<file path="src/rtl/secam_line_sequencer.sv">
// Per-line sequencer ahead of the SECAM chroma encoder: horizontal counter,
// Db/Dr line parity with frame resync, carrier gating and active-window U/V
// forwarding.
//
// state  | meaning
// -------+---------------------------------------------------------------
// IDLE   | after reset, waiting for the first newline
// BLANK  | carrier off (outside carrier window or no chroma on this line)
// PRE    | unmodulated carrier ahead of active video
// ACTIVE | carrier on, U/V passed through
// POST   | unmodulated carrier after active video
module secam_line_sequencer #(
    parameter int unsigned CARRIER_START   = 200,
    parameter int unsigned ACTIVE_START    = 260,
    parameter int unsigned ACTIVE_END      = 1500,
    parameter int unsigned CARRIER_END     = 1560,
    parameter bit          FIRST_LINE_EVEN = 1'b1
) (
    input  logic              clk,
    input  logic              rst,
    input  logic              newline,
    input  logic              newframe,
    input  logic              vblank,
    input  logic              color_enable,
    input  logic signed [7:0] in_u,
    input  logic signed [7:0] in_v,
    output logic              even_line,
    output logic              enabled,
    output logic signed [7:0] yuv_u,
    output logic signed [7:0] yuv_v
);

    typedef enum logic [2:0] {
        IDLE,
        BLANK,
        PRE,
        ACTIVE,
        POST
    } state_t;

    localparam logic [11:0] H_MAX   = 12'hFFF;
    localparam logic [11:0] C_START = 12'(CARRIER_START);
    localparam logic [11:0] A_START = 12'(ACTIVE_START);
    localparam logic [11:0] A_END   = 12'(ACTIVE_END);
    localparam logic [11:0] C_END   = 12'(CARRIER_END);

    // Window ordering must hold, and the carrier must close before the
    // saturation value so a stalled counter always decodes as BLANK.
    generate
        if (!(CARRIER_START > 0 && CARRIER_START <= ACTIVE_START &&
              ACTIVE_START <= ACTIVE_END && ACTIVE_END <= CARRIER_END &&
              CARRIER_END <= 4094)) begin : g_bad_params
            $error("secam_line_sequencer: invalid carrier/active window parameters");
        end
    endgenerate

    logic [11:0] h_cnt;
    logic        line_chroma;
    logic        resync_pending;
    state_t      state;
    state_t      state_next;

    // Horizontal position: restart on newline, otherwise count up and stick at max.
    always_ff @(posedge clk or posedge rst) begin
        if (rst) begin
            h_cnt <= H_MAX;
        end else if (newline) begin
            h_cnt <= '0;
        end else if (h_cnt != H_MAX) begin
            h_cnt <= h_cnt + 12'd1;
        end
    end

    // Per-line chroma qualifier, frozen for the whole line.
    always_ff @(posedge clk or posedge rst) begin
        if (rst) begin
            line_chroma <= 1'b0;
        end else if (newline) begin
            line_chroma <= color_enable & ~vblank;
        end
    end

    // Db/Dr parity: toggle each line, forced to the first-line value after a resync.
    // A newframe coinciding with newline resyncs that same line.
    always_ff @(posedge clk or posedge rst) begin
        if (rst) begin
            resync_pending <= 1'b1;
            even_line      <= 1'b0;
        end else if (newline) begin
            resync_pending <= 1'b0;
            if (resync_pending || newframe) begin
                even_line <= FIRST_LINE_EVEN;
            end else begin
                even_line <= ~even_line;
            end
        end else if (newframe) begin
            resync_pending <= 1'b1;
        end
    end

    // State register.
    always_ff @(posedge clk or posedge rst) begin
        if (rst) begin
            state <= IDLE;
        end else begin
            state <= state_next;
        end
    end

    // Decode the window from the current h_cnt; IDLE holds until the first newline.
    always_comb begin
        state_next = BLANK;
        if (state == IDLE && !newline) begin
            state_next = IDLE;
        end else if (!line_chroma || h_cnt < C_START || h_cnt >= C_END) begin
            state_next = BLANK;
        end else if (h_cnt < A_START) begin
            state_next = PRE;
        end else if (h_cnt < A_END) begin
            state_next = ACTIVE;
        end else begin
            state_next = POST;
        end
    end

    // Registered encoder controls, aligned with the state register.
    always_ff @(posedge clk or posedge rst) begin
        if (rst) begin
            enabled <= 1'b0;
            yuv_u   <= '0;
            yuv_v   <= '0;
        end else begin
            enabled <= (state_next == PRE) || (state_next == ACTIVE) || (state_next == POST);
            if (state_next == ACTIVE) begin
                yuv_u <= in_u;
                yuv_v <= in_v;
            end else begin
                yuv_u <= '0;
                yuv_v <= '0;
            end
        end
    end

endmodule

</file>
<file path="config.mk">
export PLATFORM = sky130hd
export DESIGN_NAME = secam_line_sequencer
export DESIGN_NICKNAME = d
export VERILOG_FILES = /design/src/rtl/secam_line_sequencer.sv
export SDC_FILE = /design/constraint.sdc
export NUM_CORES = 1
export LEC_CHECK = 0
export ABC_AREA = 1
export BUFFER_PORTS_ARGS = -buffer_cell sky130_fd_sc_hd__buf_2
export CAP_MARGIN = 10
export CELL_PAD_IN_SITES_DETAIL_PLACEMENT = 1
export CELL_PAD_IN_SITES_GLOBAL_PLACEMENT = 2
export CORE_UTILIZATION = 31
export CTS_CLUSTER_SIZE = 30
export DETAILED_ROUTE_END_ITERATION = 7
export GPL_TIMING_DRIVEN = 0
export PLACE_DENSITY = 0.78
export SETUP_SLACK_MARGIN = 0.2
export SYNTH_ARGS = -nofsm -noshare
export SYNTH_HDL_FRONTEND = slang
export SYNTH_SLANG_ARGS = --single-unit
</file>
<file path="constraint.sdc">
create_clock -name clk -period 2.1 [get_ports clk]
set_input_delay 0.42 -clock clk [delete_from_list [all_inputs] [get_ports clk]]
set_output_delay 0.42 -clock clk [all_outputs]
set_load 0.005 [all_outputs]
</file>
==> flow_metrics.tcl <==
set metrics [dict create \
    status "completed" \
    maxCapViolCount 0 \
    grt_usage 0.1471 \
    globalplace.congestion 0.7487 \
    hold_viol_final 0 \
    final_util 0.4059 \
    grt_pass1_vias 1472 \
    min_period_over_period 0.8568 \
    cpMostUsedCell "inv_1" \
    drv_slew 0 \
    synth.most_common_cell "inv_1" \
    yosys_warnings 0 \
    grt_pass1_wl_um 6741 \
    synth-xor-area-share 0.01012 \
    synthesis.instances 192 \
    htreeDepth 2 \
    synthAdderAreaFrac 0.007231 \
    core_um2 5238 \
    wl_um 3777 \
    relSlewSlack 0.4894 \
    firstDrtPassIters 4 \
    drive_gt1_frac 0.3598 \
    synth-edff-count 0 \
    fmax_mhz 555.8 \
    synth_area_leaders "dfrtp_1 32%, dfstp_2 20%, nor2_4 7.8%, inv_1 6.9%, nand2_1 6.3%" \
    finalClockSkew_ps 10.42 \
    gr-total-overflow 0 \
    synth_commonest_cells "32 x inv_1, 29 x nand2_1, 28 x nor2_1, 22 x dfrtp_1, 14 x nand3_1" \
    peakVddDrop_mv 0.2634 \
    dieWidth_um 76.71 \
    synthDominantCellAreaShare 0.3181 \
    io_buffers 38 \
    ant_nets 0 \
    postCtsSetupBuffers 0 \
    fin_crit_ps 1799 \
    clock_latency_ps 280 \
    muxShareOfSynthArea 0 \
    syn_nets 215 \
    hold_path_class "input pin to async pin" \
    cp_max_fo 5 \
    ys_seq_area_frac 0.5155 \
    synth_flop_cell "dfrtp_1" \
    dr.first_iter.drc_count 34 \
    antenna_found_initial 0 \
    stdcell_count 309 \
    post-synth-top-area-cell "dfrtp_1" \
    grt_max_degree 19 \
    drc 0 \
    mappedNetlistArea_um2 1730 \
    worst_pin_slew_ps 765.1 \
    rsz0062_at_grt "no" \
    syn_avg_cell_area_um2 9.013 \
    nets 261 \
    crit_chain "ha_2, inv_1, nor2_2, nand2_1, nor2_4, inv_1, a31oi_1" \
    synth_top_family_by_area "simple AND/OR/NAND/NOR gates" \
    diodes 0 \
    cp_slowest_cell "dfstp_2" \
    cpPeakStageDelay_ps 580 \
    die_y_um 76.71 \
    numCtsBuffers 5 \
    cp.arrival_ps 2000 \
    vias_per_cell 4.434 \
    placed_cells 301 \
    critPathCaptureType "flip-flop" \
    root_buffer "clkbuf_8" \
    start_util 0.3304 \
    clockBufferDepth 2 \
    setup_violations 0 \
    async_flop_share 1.000 \
    crit_required_ps 2300 \
    clkSinkCount 35 \
    io_pins 40 \
    clk_pin_slew_ps 70 \
    synth.distinct_cells 29 \
    start_kind "flip-flop" \
    power_density_nw_per_um2 589.0 \
    area_growth_pct 22.85 \
    cts_tree "done" \
    synth.ff_latch_count 35 \
    dieArea_um2 5884 \
    synth_compound_area_frac 0.05134 \
    wl_per_cell_um 12.22 \
    synthSimpleGateAreaFrac 0.3174 \
    fill_cells 647 \
    crit_type "flip-flop to flip-flop" \
    timing.hold.ws_ps 271.1 \
    vias 1370 \
    p_leak_uw 0.001104 \
    rows 26 \
    dp_hpwl_um 3003 \
    finalSetupTns_ps 0 \
]
==> layout make-up <==
type / count / area, um2 / share of cell area
sequential: 35 / 892.1 / 0.4197
multi-input combinational: 118 / 673.1 / 0.3167
timing repair buffer: 39 / 217.7 / 0.1024
inverter: 36 / 135.1 / 0.06357
tap: 70 / 87.58 / 0.04120
clock buffer: 6 / 72.57 / 0.03414
buffer: 3 / 35.03 / 0.01648
clock inverter: 2 / 12.51 / 0.005886
==> critical path, delay by kind of cell, from the launching register on <==
kind	cells	cell delay, ps
and+or+nand+nor	3	540
AOI/OAI and AO/OA	1	180
adders and majority gates	1	230
DFF	1	580
buffers and inverters	2	200
==> routing by layer <==
metal	part of all wire	track usage	vias up
met5	0	0	-
met4	0.0093	0.04615	0
met3	0.044	0.04524	4
met2	0.50	0.2464	27
met1	0.45	0.1797	655
li1	-	-	684
==> where the power goes <==
| part | internal, uW | switching [uW] | leakage [uW] |
|---|---|---|---|
| Clock | 232 | 240 | 0.0000412 |
| Combinational | 34.8 | 48.5 | 0.000631 |
| Sequential | 689 | 8.10 | 0.000432 |
==> final timing paths <==
| kind | startpoint | to | slack (ps) | cells past startpoint |
|---|---|---|---|---|
| min reg2reg | even_line | even_line | 510 | 1 |
| max in group asynchronous | rst | h_cnt[11] | 1200 | 3 |
| max | h_cnt[0] | h_cnt[5] | 300 | 7 |
| min in group clk | newline | h_cnt[0] | 310 | 2 |
| min | rst | yuv_u[3] | 270 | 2 |
| max reg2reg | h_cnt[0] | h_cnt[5] | 300 | 7 |
==> kinds of logic after synthesis <==
kind of cell    count (synthesis)
fa+ha+maj                       1
xor+xnor                        2
compound gates                 16
flops                          35
simple gates                   99
buf+inv                        39
==> state kept, by name, summed over array words and instances, names as in the netlist <==
signal / flops
enabled: 1
even_line: 1
h_cnt: 12
line_chroma: 1
resync_pending: 1
state: 3
yuv_u: 8
yuv_v: 8
==> through the flow <==
stage	instance area (um2)	setup WS, ps	total power [uW]
after floorplan	1730	592.1	753.9
after global placement	2008	240.3	785.4
after detailed placement	2036	245.8	795.1
after CTS	2121	228.5	1282
after global routing	2126	210.7	1323
final	2126	300.8	1252
==> layout by cell type (no fill, tap or decap), types with 2 or more instances in the layout <==
| cell | netlist | final |
|---|---|---|
| a21oi_1 | 2 | 2 |
| nand2_2 | 3 | 4 |
| nand4_1 | 3 | 3 |
| nor3_1 | 3 | 3 |
| nor2_1 | 28 | 28 |
| nor2_4 | 12 | 12 |
| nand3_1 | 14 | 14 |
| clkbuf_1 | 1 | 2 |
| inv_1 | 32 | 32 |
| dfrtp_1 | 22 | 22 |
| inv_2 | 3 | 3 |
| clkbuf_8 | 0 | 5 |
| nor2_2 | 2 | 2 |
| nand2_1 | 29 | 28 |
| buf_2 | 0 | 38 |
| o21ai_1 | 2 | 2 |
| o21ai_0 | 6 | 6 |
| a31oi_1 | 4 | 4 |
| xor2_1 | 2 | 2 |
| dfstp_2 | 13 | 13 |
==> what timing repair did <==
item / CTS / global route
hold buffers: 0 / 0
setup endpoints to repair: 0 / 10
gates resized for setup: 0 / 2
Note: power is estimated with default switching activity, not from simulation.
